==> src/rtl/term_turnaround_matrix.sv <==
// Edge-tile turnaround matrix: routes END wires back as BEG wires per group, using a
// serially loaded shadow/active config. Macro TERM_TURNAROUND_REG_EN builds per-group output flops.
module term_turnaround_matrix #(
    parameter int GRP_W = 8,
    parameter int N_GRP = 4
) (
    input  logic                   UserCLK,
    input  logic                   rst_n,
    input  logic [N_GRP*GRP_W-1:0] in_end,
    output logic [N_GRP*GRP_W-1:0] out_beg,
    input  logic                   cfg_sdi,
    input  logic                   cfg_shift,
    input  logic                   cfg_commit,
    output logic                   cfg_sdo,
    output logic                   cfg_ready,
    output logic                   cfg_err
);
    localparam int CFG_BITS = 3 * N_GRP;
    localparam int CNT_W    = $clog2(CFG_BITS + 1);
    localparam logic [CNT_W-1:0] CNT_FULL = CNT_W'(CFG_BITS);

    logic [CFG_BITS-1:0] shadow_q, shadow_d;
    logic [CFG_BITS-1:0] active_q, active_d;
    logic [CNT_W-1:0]    cnt_q, cnt_d;
    logic                err_q, err_d;
    logic                commit_ok;
    logic [N_GRP-1:0]    reg_en;

    assign cfg_ready = (cnt_q == CNT_FULL);
    assign cfg_sdo   = shadow_q[CFG_BITS-1];
    assign cfg_err   = err_q;
    assign commit_ok = cfg_commit && !cfg_shift && cfg_ready;

    always_comb begin
        shadow_d = shadow_q;
        active_d = active_q;
        cnt_d    = cnt_q;
        err_d    = err_q;
        // A shift still executes even when it causes the paired commit to be rejected.
        if (cfg_shift) begin
            shadow_d = {shadow_q[CFG_BITS-2:0], cfg_sdi};
            if (cnt_q != CNT_FULL) begin
                cnt_d = cnt_q + 1'b1;
            end
        end
        if (commit_ok) begin
            active_d = shadow_q;
            cnt_d    = '0;
            err_d    = 1'b0;
        end else if (cfg_commit) begin
            err_d = 1'b1;
        end
    end

    always_ff @(posedge UserCLK or negedge rst_n) begin
        if (!rst_n) begin
            shadow_q <= '0;
            active_q <= '0;
            cnt_q    <= '0;
            err_q    <= 1'b0;
        end else begin
            shadow_q <= shadow_d;
            active_q <= active_d;
            cnt_q    <= cnt_d;
            err_q    <= err_d;
        end
    end

    for (genvar gi = 0; gi < N_GRP; gi++) begin : g_grp
        logic [GRP_W-1:0] grp_in;
        logic [GRP_W-1:0] routed;
        logic [1:0]       mode;

        assign grp_in     = in_end[gi*GRP_W +: GRP_W];
        assign mode       = active_q[3*gi +: 2];
        assign reg_en[gi] = active_q[3*gi+2];

        always_comb begin
            routed = '0;
            unique case (mode)
                2'b00: begin
                    for (int i = 0; i < GRP_W; i++) begin
                        routed[i] = grp_in[GRP_W-1-i];
                    end
                end
                2'b01:   routed = grp_in;
                2'b10:   routed = '0;
                default: routed = '1;
            endcase
        end

`ifdef TERM_TURNAROUND_REG_EN
        logic [GRP_W-1:0] stage_q;

        // The stage always tracks the routed value so enabling it never exposes stale data.
        always_ff @(posedge UserCLK or negedge rst_n) begin
            if (!rst_n) begin
                stage_q <= '0;
            end else begin
                stage_q <= routed;
            end
        end

        assign out_beg[gi*GRP_W +: GRP_W] = reg_en[gi] ? stage_q : routed;
`else
        assign out_beg[gi*GRP_W +: GRP_W] = routed;
`endif
    end

`ifndef TERM_TURNAROUND_REG_EN
    // reg_en bits stay in the chain for bitstream compatibility but have no effect here.
    logic unused_reg_en;
    assign unused_reg_en = ^reg_en;
`endif

endmodule

==> config.mk <==
export PLATFORM = sky130hd
export DESIGN_NAME = term_turnaround_matrix
export DESIGN_NICKNAME = d
export VERILOG_FILES = /design/src/rtl/term_turnaround_matrix.sv
export SDC_FILE = /design/constraint.sdc
export NUM_CORES = 1
export LEC_CHECK = 0
export CAP_MARGIN = 20
export CELL_PAD_IN_SITES_DETAIL_PLACEMENT = 1
export CELL_PAD_IN_SITES_GLOBAL_PLACEMENT = 2
export CORE_MARGIN = 3
export CORE_UTILIZATION = 23
export CTS_CLUSTER_SIZE = 8
export DETAILED_ROUTE_END_ITERATION = 6
export GPL_TIMING_DRIVEN = 0
export HOLD_SLACK_MARGIN = 0.15
export PLACE_DENSITY_LB_ADDON = 0.1
export SLEW_MARGIN = 30
export SYNTH_ARGS = -nofsm -noshare
export SYNTH_HDL_FRONTEND = slang
export SYNTH_SLANG_ARGS = --single-unit
==> constraint.sdc <==
create_clock -name UserCLK -period 4.9 [get_ports UserCLK]
set_clock_uncertainty 0.15 [all_clocks]
set_input_delay 0.49 -clock UserCLK [delete_from_list [all_inputs] [get_ports UserCLK]]
set_output_delay 0.49 -clock UserCLK [all_outputs]
set_load 0.02 [all_outputs]
==> results_dict.tcl, run 1 <==
set metrics [dict create \
    grt_max_degree 26 \
    min_path_cells 1 \
    drtPass1Iterations 4 \
    reg2reg_depth 6 \
    final_area_um2 2330 \
    power_density_nw_per_um2 576 \
    drv_slew 0 \
    fin_nets 295 \
    tns_ps 0 \
    critPathKind "reg -> out" \
    vdd_drop_max_uv 228 \
    fp.coreArea_um2 6060 \
    drtIter0Drc 52 \
    cp-startpoint "active_q[4]$_DFFE_PN0P_" \
    cp.required_ps 4260 \
    io_buffer_count 70 \
    cts_max_level 1 \
    yosys.cell_types.count 23 \
    hp-class "reg -> reg" \
    fin_crit_sh_pct 55.8 \
    crit_family "buffers and inverters" \
    grt-ovfl-total 0 \
    p_leak_nw 1.07 \
    grt.total_usage_pct 11.9 \
    cp_max_fo 10 \
    layout-drive-gt1-share_pct 9.80 \
    endpoint "out_beg[12]" \
    place_area_um2 2270 \
    dpl.hpwl_um 3110 \
    drt-wirelength-per-cell_um 12.4 \
    n_antenna_cell 0 \
    grt_setup_unrepaired "no" \
    numCtsBuffers 3 \
    utilization_pct 38.4 \
    grt_pass1_vias 1582 \
    viasPerCell 4.49 \
    cp.arrival_ps 2100 \
    cts_setup_buffers 0 \
    setup_viol 0 \
    syn-num-nets 219 \
    cap_violations 0 \
    gp_congestion 0.710 \
    hold_viol 0 \
    area_growth_pct 57.3 \
    die_x_um 86.3 \
    antenna_found_initial 0 \
    r2r_start "cnt_q[0]$_DFFE_PN0P_" \
    fin_cells 330 \
    fp.dieH_um 86.3 \
    synth-seq-cells 25 \
    r2r_end "active_q[9]$_DFFE_PN0P_" \
    setup_ws_ps 2160 \
    path_cells "clkbuf_1, nor2_1, nand2_1, nand2_1, clkdlybuf4s50_1" \
    clockBufferDepth 2 \
    dieArea_um2 7440 \
    netlist_area_um2 1480 \
    yosysSeqAreaShare_pct 42.2 \
    routed_wirelength_um 4100 \
    root_buffer "clkbuf_8" \
    syn_avg_cell_area_um2 8.23 \
    synthCells 180 \
    crit_cells 5 \
    cts.sinks 25 \
    cts.clk_slew.worst_paths_ps 90 \
    dp_slack_ps 2450 \
    cts_tree "yes" \
    antenna_left 0 \
    drc 0 \
    initial_core_util_pct 24.4 \
    period_needed_ps 2740 \
    status "finished, final reports clean" \
    critPathMaxStageDelay_ps 620 \
    io_pins 72 \
    insertion_delay_ps 280 \
    fmax_ghz 0.365 \
    tightest_slew_ps 561 \
    yosysWarnings 0 \
    slowest_stage "clkdlybuf4s50_1" \
    crit_buf_inv 2 \
    slew_headroom_pct 62.6 \
    end_kind "output pin" \
    vias 1482 \
    grt_pass1_wl_um 7270 \
    dp_cells 325 \
    rrSetupSlack_ps 3100 \
    cp-start-kind "register" \
    std_cell_rows 28 \
    cp_common_cell "nand2_1" \
]
## logic make-up (layout without fill, tap and decap cells)
logic type               count (synthesis)  count (layout)  share of synthesized area (%)
AND/OR/NAND/NOR                         78              78                           21.2
AO/OA/AOI/OAI                           37              37                           13.0
flip-flops                              25              25                           42.2
multiplexers                            22              22                           16.6
buffers and inverters                   16              91                           5.24
adder cells (fa/ha/maj)                  2               2                           1.69
## power breakdown
group	leakage [nW]	total (mW)	switching (mW)	internal, mW
Clock	0.0217	0.126	0.0678	0.0578
Sequential	0.305	0.332	0.0480	0.284
Combinational	0.745	0.886	0.477	0.408
Total	1.07	1.34	0.593	0.750
## placed cells by master (no fill, tap or decap), drive strengths merged, types with 4 or more instances in the layout
cell           count
buf                5
mux2              21
inv                4
clkdlybuf4s50     69
dfrtp             25
o21ai             33
clkbuf            11
nor2               8
nand2             64
## final cells by class
| cell class | instances | area, um^2 |
|---|---|---|
| multi-input cells | 139 | 778 |
| inverters | 4 | 15.0 |
| fillers | 718 | 3730 |
| flip-flops and latches | 25 | 626 |
| well taps | 75 | 93.8 |
| clock buffers | 3 | 41.3 |
| repair buffers | 71 | 706 |
| clock inverters | 1 | 7.51 |
| plain buffers | 12 | 62.6 |
## state kept, by name, summed over array words and instances, names as in the netlist
| register | cells |
|---|---|
| shadow_q | 12 |
| active_q | 8 |
| cnt_q | 4 |
| cfg_err | 1 |
## repair_timing
action / CTS / global route
hold buffers: 1 / 0
resized for setup: 0 / 0
endpoints found under the hold margin: 25 / 0
setup endpoints to repair: 0 / 0
## worst register-to-register path, cell delays in order (launching register included)
cell and delay (ps):
dfrtp_1 440, inv_1 80, ha_1 190, nand4_2 160, nor2_2 160, buf_6 180
mux2_1 330
## worst min path at each step
stage	startpoint	endpoint	slack, ps
2_1_floorplan	rst_n	active_q[0]$_DFFE_PN0P_	40
3_3_place_gp	shadow_q[5]$_DFFE_PN0P_	shadow_q[6]$_DFFE_PN0P_	340
3_5_place_dp	shadow_q[5]$_DFFE_PN0P_	shadow_q[5]$_DFFE_PN0P_	350
4_1_cts	shadow_q[5]$_DFFE_PN0P_	shadow_q[5]$_DFFE_PN0P_	370
5_1_grt	shadow_q[5]$_DFFE_PN0P_	shadow_q[5]$_DFFE_PN0P_	390
6_report	shadow_q[2]$_DFFE_PN0P_	shadow_q[2]$_DFFE_PN0P_	360
## Yosys cell counts
cell       n  area [um^2]
mux2_1     8         90.1
and3_1     1         6.26
a21oi_2    1         8.76
clkbuf_1   8         30.0
buf_2      2         10.0
inv_1      4         15.0
buf_6      2         22.5
nor2_2     1         6.26
mux2_2    13          146
a21oi_1    1         5.00
nand3_1    1         5.00
o22ai_1    1         6.26
nand4_2    1         12.5
nor3_1     1         5.00
o21ai_0   33          165
nand2_1   64          240
mux2i_1    1         10.0
nor2_1     7         26.3
or3_1      1         6.26
ha_1       2         25.0
a211oi_1   1         7.51
dfrtp_1   25          626
nand4_1    1         6.26
## layer usage
layer	vias to the layer above	routed length, um	GRT usage (%)
met1	690	1800	14.3
li1	749	-	-
met5	-	0	0
met3	4	260	3.04
met2	39	1990	21.1
met4	0	40	3.40
## metrics by stage
stage                     hold WS [ps]  power (mW)
after floorplan                   44.4       0.828
after global placement             338        1.23
after detailed placement           346        1.24
after CTS                          368        1.37
after global routing               386        1.47
final                              361        1.34
Note: power is estimated with default switching activity, not from simulation.
==> run 2, diff against run 1 <==
--- a/config.mk
+++ b/config.mk
@@ -9,7 +9,7 @@
 export CELL_PAD_IN_SITES_DETAIL_PLACEMENT = 1
 export CELL_PAD_IN_SITES_GLOBAL_PLACEMENT = 2
 export CORE_MARGIN = 3
-export CORE_UTILIZATION = 23
+export CORE_UTILIZATION = 19
 export CTS_CLUSTER_SIZE = 8
 export DETAILED_ROUTE_END_ITERATION = 6
 export GPL_TIMING_DRIVEN = 0
==> constraint.sdc (replaced) <==
create_clock -name UserCLK -period 2.2 [get_ports UserCLK]
set_clock_uncertainty 0.15 [all_clocks]
set_input_delay 0.22 -clock UserCLK [delete_from_list [all_inputs] [get_ports UserCLK]]
set_output_delay 0.22 -clock UserCLK [all_outputs]
set_load 0.02 [all_outputs]
==> run 2 against run 1 <==
Against the previous run:
- via count grew 0.61%
- global-route usage shrank 1.7 points
- critical path depth shrank 1
- core utilization shrank 6.0 points
- sequential power grew to 2.7 times the previous value
- register-to-register slack lost 2700 ps
- clock power grew 110%
- final area grew 3.2%
- critical endpoint is now out_beg[8]
- largest power group unchanged
==> results_dict.tcl, run 2 (synthesized netlist as in run 1, its figures left out) <==
set metrics [dict create \
    cap_violations 0 \
    grt_setup_unrepaired "no" \
    vdd_drop_max_uv 292 \
    crit_family "buffers and inverters" \
    hp-class "in -> reg" \
    endpoint "out_beg[8]" \
    setup_viol 0 \
    fin_crit_sh_pct 94.4 \
    io_pins 72 \
    reg2reg_depth 6 \
    fin_cells 355 \
    crit_cells 4 \
    cts_max_level 1 \
    tightest_slew_ps 575 \
    p_total_mw 3.00 \
    clockBufferDepth 2 \
    std_cell_rows 31 \
    slew_headroom_pct 61.7 \
    drt-wirelength-per-cell_um 12.3 \
    vias 1491 \
    cp_max_fo 10 \
    io_buffer_count 70 \
    critPathMaxStageDelay_ps 600 \
    path_cells "nor2_4, nand2_1, nand2_1, clkdlybuf4s50_1" \
    cp-start-kind "register" \
    status "finished, final reports clean" \
    drc 0 \
    fp.dieH_um 94.3 \
    grt_max_degree 26 \
    layout_commonest_cell "nand2_1" \
    insertion_delay_ps 260 \
    slowest_stage "clkdlybuf4s50_1" \
    dpl.hpwl_um 3340 \
    end_kind "output pin" \
    fp.coreArea_um2 7410 \
    period_needed_ps 2080 \
    r2r_start "cnt_q[0]$_DFFE_PN0P_" \
    cts.clk_slew.worst_paths_ps 90 \
    grt-ovfl-total 0 \
    initial_core_util_pct 20.0 \
    cp-startpoint "active_q[3]$_DFFE_PN0P_" \
    cp.arrival_ps 1710 \
    routed_wirelength_um 4370 \
    cp_common_cell "nand2_1" \
    crit_buf_inv 1 \
    gp_congestion 0.640 \
    r2r_end "active_q[7]$_DFFE_PN0P_" \
    antenna_found_initial 0 \
    final_cell_mix "64 x nand2_1, 45 x clkdlybuf4s50_1, 33 x o21ai_0" \
    cts.sinks 25 \
    min-delay-start "cfg_shift" \
    cts_tree "yes" \
    top_regs "shadow_q x12, active_q x8, cnt_q x4" \
    root_buffer "clkbuf_8" \
    antenna_left 0 \
    fmax_ghz 0.482 \
    layout-drive-gt1-share_pct 15.2 \
    grt.total_usage_pct 10.2 \
    utilization_pct 32.4 \
    p_leak_nw 1.18 \
    numCtsBuffers 3 \
    cp.required_ps 1830 \
    drtIter0Drc 38 \
    hold_viol 0 \
    grt_pass1_vias 1591 \
    drtPass1Iterations 4 \
    viasPerCell 4.20 \
    max_flop_register "shadow_q" \
    power_density_nw_per_um2 1250 \
    dieArea_um2 8890 \
    grt_pass1_wl_um 7590 \
    critPathKind "reg -> out" \
    largest_reg_flops 12 \
    area_growth_pct 62.2 \
    drv_slew 0 \
    n_antenna_cell 0 \
    tns_ps 0 \
    dp_cells 349 \
    fill_cells 874 \
    die_x_um 94.3 \
    fin_nets 296 \
    rrSetupSlack_ps 400 \
]
[run 2: cell count changes in the layout (fill, tap and decap cells not counted)]
| cell | change |
|---|---|
| dlygate4sd2_1 | +22 |
| clkinvlp_4 | -1 |
| dfrtp_1 | -2 |
| dfrtp_2 | +2 |
| nor2_1 | -4 |
| buf_4 | +9 |
| nor2_4 | +4 |
| clkbuf_1 | -7 |
| clkdlybuf4s50_1 | -24 |
| dlymetal6s2s_1 | +2 |
[run 2: power breakdown]
| part | internal, mW | leakage [nW] | switching (mW) | total [mW] |
|---|---|---|---|---|
| Combinational | 0.888 | 0.853 | 0.957 | 1.84 |
| Clock | 0.129 | 0.0228 | 0.141 | 0.270 |
| Sequential | 0.634 | 0.302 | 0.255 | 0.890 |
[run 2: timing repair]
item                                    CTS  global route
hold endpoints to repair                 25             0
gates resized for setup                  30             4
hold buffers                              1             0
buffers inserted                          9             0
endpoints found under the setup margin   33            15
pin swaps                                 3             0
cloned                                    0             0
[run 2: worst min-delay path by stage]
stage | end | slack [ps] | cells past startpoint
2_1_floorplan | active_q[0]$_DFFE_PN0P_ | -230 | 0
3_3_place_gp | shadow_q[6]$_DFFE_PN0P_ | 340 | 1
3_5_place_dp | cnt_q[0]$_DFFE_PN0P_ | 110 | 1
4_1_cts | shadow_q[11]$_DFFE_PN0P_ | 220 | 2
5_1_grt | shadow_q[11]$_DFFE_PN0P_ | 220 | 2
6_report | shadow_q[0]$_DFFE_PN0P_ | 210 | 2
[run 2: cell type report]
| cell class | instances | area [um^2] | area share, % |
|---|---|---|---|
| multi-input combinational | 139 | 808 | 33.6 |
| buffer | 4 | 32.5 | 1.35 |
| sequential | 25 | 628 | 26.1 |
| timing repair buffer | 80 | 751 | 31.2 |
| clock buffer | 4 | 45.0 | 1.87 |
| inverter | 4 | 15.0 | 0.625 |
| tap | 99 | 124 | 5.15 |
[run 2: layer usage]
layer  wire length [um]  up-vias  track usage [%]
met5                  0        -                0
met4                 17        0             2.53
met3                154        2             1.20
met2               2270       27             18.1
li1                   -      753                -
met1               1930      709             13.2
[run 2: metrics by stage]
stage	area (um^2)	setup WS [ps]	hold slack, ps
2_1_floorplan	1480	529	-226
6_report	2400	124	214
5_1_grt	2400	10.6	217
3_5_place_dp	2300	-18.4	114
3_3_place_gp	2310	-20.4	339
4_1_cts	2430	0.300	222
==> run 3, diff against run 2 <==
--- a/config.mk
+++ b/config.mk
@@ -19,3 +19,4 @@
 export SYNTH_ARGS = -nofsm -noshare
 export SYNTH_HDL_FRONTEND = slang
 export SYNTH_SLANG_ARGS = --single-unit
+export TNS_END_PERCENT = 1
==> run 3 against run 2 <==
Against the previous run:
- power is 5.1% lower
- highest routed layer unchanged
- worst hold slack better by 2.4 ps
- non-clock buffer count is 1 lower
- critical endpoint is now out_beg[30]
==> results_dict.tcl, run 3 (synthesized netlist as in run 1, its figures left out) <==
set metrics [dict create \
    fin_cells 354 \
    vdd_drop_max_uv 288 \
    place_area_um2 2300 \
    cp-start-kind "register" \
    slowest_stage "clkdlybuf4s50_1" \
    swShare_pct 46.9 \
    grt_setup_unrepaired "no" \
    critPathKind "reg -> out" \
    tightest_slew_ps 576 \
    dp_slack_ps -18.4 \
    cp_common_cell "nand2_1" \
    grt_pass1_wl_um 7380 \
    drc 0 \
    initial_core_util_pct 20.0 \
    fmax_ghz 0.489 \
    cts_max_level 1 \
    hold_viol 0 \
    setup_viol 0 \
    clockBufferDepth 2 \
    crit_buf_inv 1 \
    grt-ovfl-total 0 \
    layout-drive-gt1-share_pct 12.5 \
    std_cell_rows 31 \
    vias 1476 \
    hp-class "in -> reg" \
    crit_family "buffers and inverters" \
    fp.coreArea_um2 7410 \
    cts.sinks 25 \
    grt_max_degree 26 \
    slew_headroom_pct 61.6 \
    top_regs "shadow_q x12, active_q x8, cnt_q x4" \
    grt_pass1_vias 1526 \
    cap_violations 0 \
    cp.required_ps 1830 \
    routed_wirelength_um 4320 \
    critPathMaxStageDelay_ps 600 \
    final_cell_mix "64 x nand2_1, 37 x clkdlybuf4s50_1, 33 x o21ai_0" \
    dieArea_um2 8890 \
    setup_ws_ps 155 \
    die_x_um 94.3 \
    viasPerCell 4.17 \
    antenna_left 0 \
    drt-wirelength-per-cell_um 12.2 \
    top_layer "met4" \
    intPower_mw 1.51 \
    met1Wirelength_um 1950 \
    dr_wl_met3_um 149 \
    antenna_found_initial 0 \
    drv_slew 0 \
    cp.arrival_ps 1670 \
    layout_commonest_cell "nand2_1" \
    end_kind "output pin" \
    insertion_delay_ps 260 \
    fin_nets 295 \
    seq_power_share_pct 27.3 \
    utilization_pct 31.8 \
    period_needed_ps 2040 \
    cts_tree "yes" \
    power_density_nw_per_um2 1210 \
    root_buffer "clkbuf_8" \
    clkPwrFrac_pct 9.4 \
    drtIter0Drc 38 \
    max_flop_register "shadow_q" \
    fp.dieH_um 94.3 \
    wl_met2_um 2200 \
    gp_congestion 0.640 \
    dpl.hpwl_um 3340 \
    largest_reg_flops 12 \
    p_leak_nw 1.16 \
    p_comb_share_pct 63.3 \
    cts.clk_slew.worst_paths_ps 80 \
    status "finished, final reports clean" \
    n_antenna_cell 0 \
    numCtsBuffers 3 \
    dp_cells 349 \
    area_growth_pct 59.0 \
    power.switching_mw 1.34 \
    final_area_um2 2360 \
    grt.total_usage_pct 10.0 \
    fin_crit_sh_pct 93.0 \
    io_buffer_count 70 \
    drtPass1Iterations 2 \
    io_pins 72 \
    cp_max_fo 10 \
    path_cells "nor2_4, nand2_1, nand2_1, clkdlybuf4s50_1" \
]
[run 3: final timing paths]
check	start	end	slack, ps	cells after the start
setup / recovery	active_q[9]$_DFFE_PN0P_	out_beg[30]	160	4
hold reg to reg	cfg_err$_DFFE_PN0P_	cfg_err$_DFFE_PN0P_	360	2
min in group asynchronous	rst_n	cnt_q[1]$_DFFE_PN0P_	330	2
max in group asynchronous	rst_n	active_q[10]$_DFFE_PN0P_	1160	2
setup reg to reg	cnt_q[0]$_DFFE_PN0P_	active_q[3]$_DFFE_PN0P_	390	6
hold / removal	cfg_shift	shadow_q[0]$_DFFE_PN0P_	220	2
[run 3: repair_timing]
| item | 4_1_cts | 5_1_grt |
|---|---|---|
| pin swaps | 2 | 1 |
| hold buffers | 1 | 0 |
| endpoints found under the setup margin | 33 | 1 |
| hold endpoints to repair | 25 | 0 |
| gates resized for setup | 41 | 1 |
| buffers inserted | 0 | 2 |
| cloned | 0 | 0 |
[run 3: stage by stage]
step                setup TNS (ps)  hold slack, ps  power, mW
floorplan                        0            -226       1.84
global route                     0             217       3.12
global placement             -90.1             339       2.76
CTS                          -39.6             222       2.88
detailed placement           -40.4             114       2.76
finish                           0             216       2.85
[run 3: power by group through the flow]
stage / Sequential, mW / Clock, mW / Combinational (mW)
after floorplan: 0.730 / 0 / 1.11
after global placement: 0.745 / 0 / 2.01
after detailed placement: 0.748 / 0 / 2.02
after CTS: 0.739 / 0.287 / 1.85
after global routing: 0.817 / 0.307 / 2.00
final: 0.779 / 0.267 / 1.80
[run 3: area by class of cell]
type	instances	area [um^2]
inverter	4	15.0
multi-input combinational	139	808
buffer	10	56.3
sequential	25	627
tap	99	124
clock buffer	4	45.0
timing repair buffer	73	681
fill	891	5050
[run 3: routing by layer]
layer / vias to the layer above / GRT usage, %
met5: - / 0
met2: 27 / 17.1
met3: 2 / 1.20
li1: 752 / -
met4: 0 / 2.53
met1: 695 / 13.3
[run 3: worst register-to-register path, stage by stage, from the launching register on]
cell	delay [ps]
dfrtp_1	430
inv_1	70
ha_1	200
nand4_2	170
nor2_2	160
buf_6	180
mux2_1	330
==> RTL edit 1: new RTL, config.mk and constraints of run 3 <==
Put one more register stage on the output `cfg_err`, cleared by the reset. The value now appears one clock later. The other outputs are not delayed to match.
--- a/src/rtl/term_turnaround_matrix.sv
+++ b/src/rtl/term_turnaround_matrix.sv
@@ -28,7 +28,13 @@
 
     assign cfg_ready = (cnt_q == CNT_FULL);
     assign cfg_sdo   = shadow_q[CFG_BITS-1];
-    assign cfg_err   = err_q;
+    always_ff @(posedge UserCLK or negedge rst_n) begin
+        if (!rst_n) begin
+            cfg_err <= '0;
+        end else begin
+            cfg_err <= err_q;
+        end
+    end
     assign commit_ok = cfg_commit && !cfg_shift && cfg_ready;
 
     always_comb begin
Formal check against the unedited RTL: not equivalent (Yosys sat finds a counterexample within 4 cycles, from zero or initial values and one cycle with rst_n low).
==> RTL edit 1 against run 3 <==
- routed wire length up 1.0%
- synthesized area is 1.7% higher
- sequential power decreased by 2%
- power rose by 8.2%
- final area up 4.2%
- sequential cell count grew 1
- worst setup slack worse by 0.044 ns
- die area is 1.6% higher
- critical path type unchanged
- critical endpoint is now out_beg[22]
- largest cell class unchanged
- highest routed layer unchanged
==> RTL edit 1: results (changes against run 3) <==
The cell sitting at the root of the clock tree is a sky130_fd_sc_hd__clkbuf_8. The maximum fanout along the worst path is 10 (unchanged). The buffer depth of the longest clock path is 2 (unchanged). The antenna diode count came out at 0 (unchanged).

The count of unique library cells instantiated by Yosys came out at 23 (unchanged). The async set-reset flop share out of synthesis came out at 100% (unchanged). The later pin in the worst-skew pair is clocked with a latency of 0.27 ns. The first-pass GRT wire length is 7.16 mm (-3.0%). By area the synthesized netlist is led by sky130_fd_sc_hd__dfrtp_1 43%, sky130_fd_sc_hd__nand2_1 16%, sky130_fd_sc_hd__o21ai_0 11%, sky130_fd_sc_hd__mux2_2 9.7%, sky130_fd_sc_hd__mux2_1 6.0%.

The synthesis warning total is 0 (unchanged). The total of fill cells in the finished design was 905 (+1.6%). The area share of xor/xnor cells in the synthesized design came to 0% (unchanged). The cell family with the largest share of critical-path delay is buffers and inverters. The clock buffer count from CTS is 3 (unchanged). Sorting the synthesized cells by how often they occur yields 64 x sky130_fd_sc_hd__nand2_1, 33 x sky130_fd_sc_hd__o21ai_0, 26 x sky130_fd_sc_hd__dfrtp_1. The number of cells on the worst reg-to-reg path is 6 (unchanged). The actual transition at the worst max-transition pin is 0.587 ns (+0.0107 ns). The run finished with clean final reports. The internal portion of total power is 1.72 mW (+13%). The count of port buffers added during placement is 70 (unchanged). The first-pass iteration count of the detailed router was 4 (+2). The cell type of the slowest stage on the worst timing path is sky130_fd_sc_hd__clkdlybuf4s50_1. The fraction of layout cells with a size suffix above 1 came out at 14.6% (+2.0 points). The compound-cell area share of the yosys netlist was 12.8% (-0.22 points).

The path class of the tightest hold or removal check is primary input to flop. The number of global-route vias before repair was 1,519 (-0.46%). The H-tree depth was 1 (unchanged). The clock-pin slew on the worst setup and hold paths came out at 0.09 ns. The share of synthesized cell area in full adder, half adder and majority cells is 1.66% (-0.028 points). The vias per cell is 4.23 (+1.5%). The largest registers in the layout are shadow_q x12, active_q x8, cnt_q x4. The overall track demand over capacity in global routing is 9.69% (-0.31 points).

The global placer's final weighted congestion is 0.621 (-2.9%). The arrival time reported for the critical path endpoint is 1.72 ns (+0.05 ns). The total half-perimeter wirelength after legalization and detailed placement came out at 3.33 mm (-0.13%).

The leakage power came to 1.24 nW (+7.4%). The worst slack at placement came out at 0.00472 ns (+0.0231 ns). The share of synthesized area spent on multiplexers is 16.4% (-0.28 points). The number of nets in the finished design came out at 301 (+2.0%).

The post-synth net total is 220 (+0.46%). The initial detailed-routing violation count came out at 26 (-32%). The final routed wirelength across all metal layers was 4.36 mm (+1.0%). The instance count along the most critical hold path came out at 2 (unchanged). The largest voltage drop on the vdd net came out at 0.521 mV (+81%). The number of antenna violations at the first check in global routing came out at 0 (unchanged). The pin count of the biggest net entering global routing came to 27 (+3.8%). The maximum single-stage delay on the critical path is 0.59 ns.

The sequential fraction of the synthesis area was 43.2% (+0.96 points).
==> RTL edit 1: changes by cell type after synthesis <==
| cell | run 3 | this run |
|---|---|---|
| sky130_fd_sc_hd__dfrtp_1 | 25 | 26 |
==> RTL edit 1: kinds of logic (layout without fill, tap and decap cells) <==
| group | after synthesis | in the layout |
|---|---|---|
| fa+ha+maj | 2 | 2 |
| compound gates | 37 | 37 |
| flops | 26 | 26 |
| simple gates | 78 | 78 |
| buf+inv | 16 | 96 |
| mux | 22 | 22 |
==> RTL edit 1: path summary, 6_finish.rpt <==
kind	startpoint	end	slack, ns
hold / removal	cfg_shift	shadow_q[1]$_DFFE_PN0P_	0.21
hold reg to reg	err_q$_DFFE_PN0P_	cfg_err$_DFF_PN0_	0.23
max in group asynchronous	rst_n	active_q[6]$_DFFE_PN0P_	1.19
setup / recovery	active_q[7]$_DFFE_PN0P_	out_beg[22]	0.11
setup reg to reg	cnt_q[0]$_DFFE_PN0P_	active_q[4]$_DFFE_PN0P_	0.41
min in group asynchronous	rst_n	cnt_q[0]$_DFFE_PN0P_	0.32
==> RTL edit 1: per-layer routing <==
layer | track usage [%] | part of all wire [%] | vias up
met1 | 13.2 | 48 | 718
met3 | 1.66 | 5.6 | 2
met4 | 2.16 | 0.39 | 0
met5 | 0 | 0 | -
met2 | 16.1 | 46 | 35
li1 | - | - | 769
==> RTL edit 1: timing repair <==
| action | 4_1_cts | 5_1_grt |
|---|---|---|
| endpoints found under the hold margin | 26 | 0 |
| gates cloned | 0 | 0 |
| setup endpoints to repair | 33 | 5 |
| gates resized for setup | 40 | 4 |
| buffers inserted | 0 | 5 |
| pin swaps | 3 | 2 |
| hold buffers | 1 | 0 |
==> RTL edit 1: power groups by stage <==
stage                     registers [mW]  logic [mW]  clock network [mW]
after floorplan                    0.751        1.11                   0
after detailed placement           0.772        2.02                   0
final                              0.762        1.93               0.394
after global placement             0.769        2.01                   0
after CTS                          0.763        1.89               0.410
after global routing               0.786        2.13               0.443
==> RTL edit 1: metrics by stage <==
step	cell area (um2)	util (%)	total power [mW]	hold WS [ns]	instances
floorplan	1510	-	1.87	-0.226	181
global placement	2330	31.1	2.77	0.217	350
detailed placement	2330	31.1	2.79	0.113	350
CTS	2410	32.2	3.06	0.214	355
global route	2450	32.8	3.35	0.205	360
finish	2450	32.8	3.08	0.207	360
==> RTL edit 1: final cells by class <==
type / count / area share [%]
Sequential cell: 26 / 26.5
Multi-Input combinational cell: 139 / 32.9
Clock inverter: 1 / 1.22
Inverter: 4 / 0.612
Clock buffer: 3 / 1.68
Tap cell: 99 / 5.05
Timing Repair Buffer: 76 / 29.3
Buffer: 12 / 2.75
==> RTL edit 2: new RTL, settings of run 3 <==
Without the edit above. Change the parameter `N_GRP` from 4 to 8.
--- a/src/rtl/term_turnaround_matrix.sv
+++ b/src/rtl/term_turnaround_matrix.sv
@@ -2,7 +2,7 @@
 // serially loaded shadow/active config. Macro TERM_TURNAROUND_REG_EN builds per-group output flops.
 module term_turnaround_matrix #(
     parameter int GRP_W = 8,
-    parameter int N_GRP = 4
+    parameter int N_GRP = 8
 ) (
     input  logic                   UserCLK,
     input  logic                   rst_n,
Interface: changed (resized in_end and out_beg); port bits go from 72 to 136. No check against the original RTL was run, so the function may have changed too.
==> RTL edit 2 against run 3 <==
- first-iteration DRC count up 42%
- synthesized area up 86%
- global-route usage up 0.39 points
- count of clock-buffer cells in the layout up 3
- power up 5.4%
- worst setup slack worse by 0.15 ns
- routed wire length up 98%
- sequential cell count up 21
- via count up 91%
- clock power rose to 2.8 times the old value
- final area up 93%
- final cell count up 86%
- largest cell class unchanged
- largest power group is now registers
==> RTL edit 2: results (changes against run 3) <==
The run finished with clean final reports. Clock tree synthesis selected as its root buffer the cell sky130_fd_sc_hd__clkbuf_16. The cell type of the slowest stage on the worst timing path is sky130_fd_sc_hd__nor3_4. The share of synthesized cell area in full adder, half adder and majority cells came to 0.910% (-0.78 points). The global routing usage on met1 was 12.6% (-0.70 points). The largest voltage drop on the vdd net came out at 0.350 mV (+21%). The largest registers in the layout are shadow_q x24, active_q x16, cnt_q x5. In the post-synthesis netlist, the biggest area contributors are sky130_fd_sc_hd__dfrtp_1 42%, sky130_fd_sc_hd__nand2_1 18%, sky130_fd_sc_hd__mux2_2 14%, sky130_fd_sc_hd__o21ai_0 12%, sky130_fd_sc_hd__mux2_4 3.8%. The clock buffer count from CTS is 5 (+2). The met2 capacity usage during global routing is 18.7% (+1.5 points). The synthesized area divided by synthesized cell count came out at 8.21 um2 (-0.30%). The final routed wirelength across all metal layers came out at 8.56 mm (+98%).

The first-pass iteration count of the detailed router is 4 (+2). The post-placement cell area came out at 0.00432 mm2 (+88%). The initial detailed-routing violation count came out at 54 (+42%).

The met3 capacity usage during global routing is 3.05% (+1.9 points). The worst relative slew slack came out at 55.6% (-6.0 points). The number of nets in the finished design came out at 549 (+86%). The path class of the tightest hold or removal check is flop to flop. The overall track demand over capacity in global routing is 10.4% (+0.39 points). The total number of vias came to 2,825 (+91%).

The arrival time reported for the critical path endpoint is 2.21 ns (+0.54 ns). The worst slack at placement came out at -0.142 ns (-0.124 ns). The clock-pin slew on the worst setup and hold paths is 0.06 ns (-0.02 ns). The maximum single-stage delay on the critical path is 0.55 ns (-0.05 ns). The insertion delay of the later-clocked pin in the worst-skew pair is 0.28 ns (+0.02 ns).
==> RTL edit 2: routing by layer <==
| layer | part of all wire (%) | wire length (um) |
|---|---|---|
| met1 | 43 | 3640 |
| met2 | 51 | 4410 |
| met3 | 5.8 | 494 |
| met5 | 0 | 0 |
| met4 | 0.22 | 19 |
==> RTL edit 2: final timing paths <==
path	from	endpoint	slack, ns	cells past startpoint
setup reg to reg	cnt_q[1]$_DFFE_PN0P_	active_q[19]$_DFFE_PN0P_	0.001	6
max in group asynchronous	rst_n	cnt_q[0]$_DFFE_PN0P_	1.11	2
min in group asynchronous	rst_n	active_q[16]$_DFFE_PN0P_	0.36	2
hold / removal	cfg_err$_DFFE_PN0P_	cfg_err$_DFFE_PN0P_	0.35	2
hold reg to reg	cfg_err$_DFFE_PN0P_	cfg_err$_DFFE_PN0P_	0.35	2
setup / recovery	cnt_q[1]$_DFFE_PN0P_	active_q[19]$_DFFE_PN0P_	0.001	6
==> RTL edit 2: layout make-up <==
class                      instances  area (um2)  share of cell area (%)
multi-input combinational        264        1560                    34.4
timing repair buffer             136        1330                    29.3
sequential                        46        1150                    25.4
tap                              180         225                    4.96
clock buffer                       7         143                    3.14
buffer                            20         103                    2.26
inverter                           5        18.8                   0.414
clock inverter                     1        5.00                   0.110
==> RTL edit 2: power breakdown <==
part / switching (mW) / leakage, nW / internal, mW / total (mW)
Sequential: 0.174 / 0.582 / 1.08 / 1.25
Clock: 0.294 / 0.0739 / 0.450 / 0.744
Combinational: 0.485 / 1.68 / 0.524 / 1.01
Total: 0.953 / 2.33 / 2.05 / 3.01
==> RTL edit 2: logic make-up (layout without fill, tap and decap cells) <==
logic type | count (synthesis) | in the layout
compound gates | 72 | 72
xor+xnor | 1 | 1
fa+ha+maj | 2 | 2
buf+inv | 25 | 169
flops | 46 | 46
mux | 41 | 41
simple gates | 148 | 148
==> RTL edit 2: what timing repair did <==
action,in CTS,in global routing
hold buffers,1,0
hold endpoints to repair,46,0
pin swaps,8,3
setup endpoints to repair,72,22
resized for setup,81,14
==> RTL edit 2: worst reg2reg max path, cell delays in order (launching register included) <==
cell and delay (ns):
sky130_fd_sc_hd__dfrtp_2 0.45, sky130_fd_sc_hd__inv_2 0.08, sky130_fd_sc_hd__ha_4 0.14, sky130_fd_sc_hd__nand4b_4 0.16, sky130_fd_sc_hd__nor3_4 0.55, sky130_fd_sc_hd__buf_8 0.25, sky130_fd_sc_hd__mux2_4 0.32
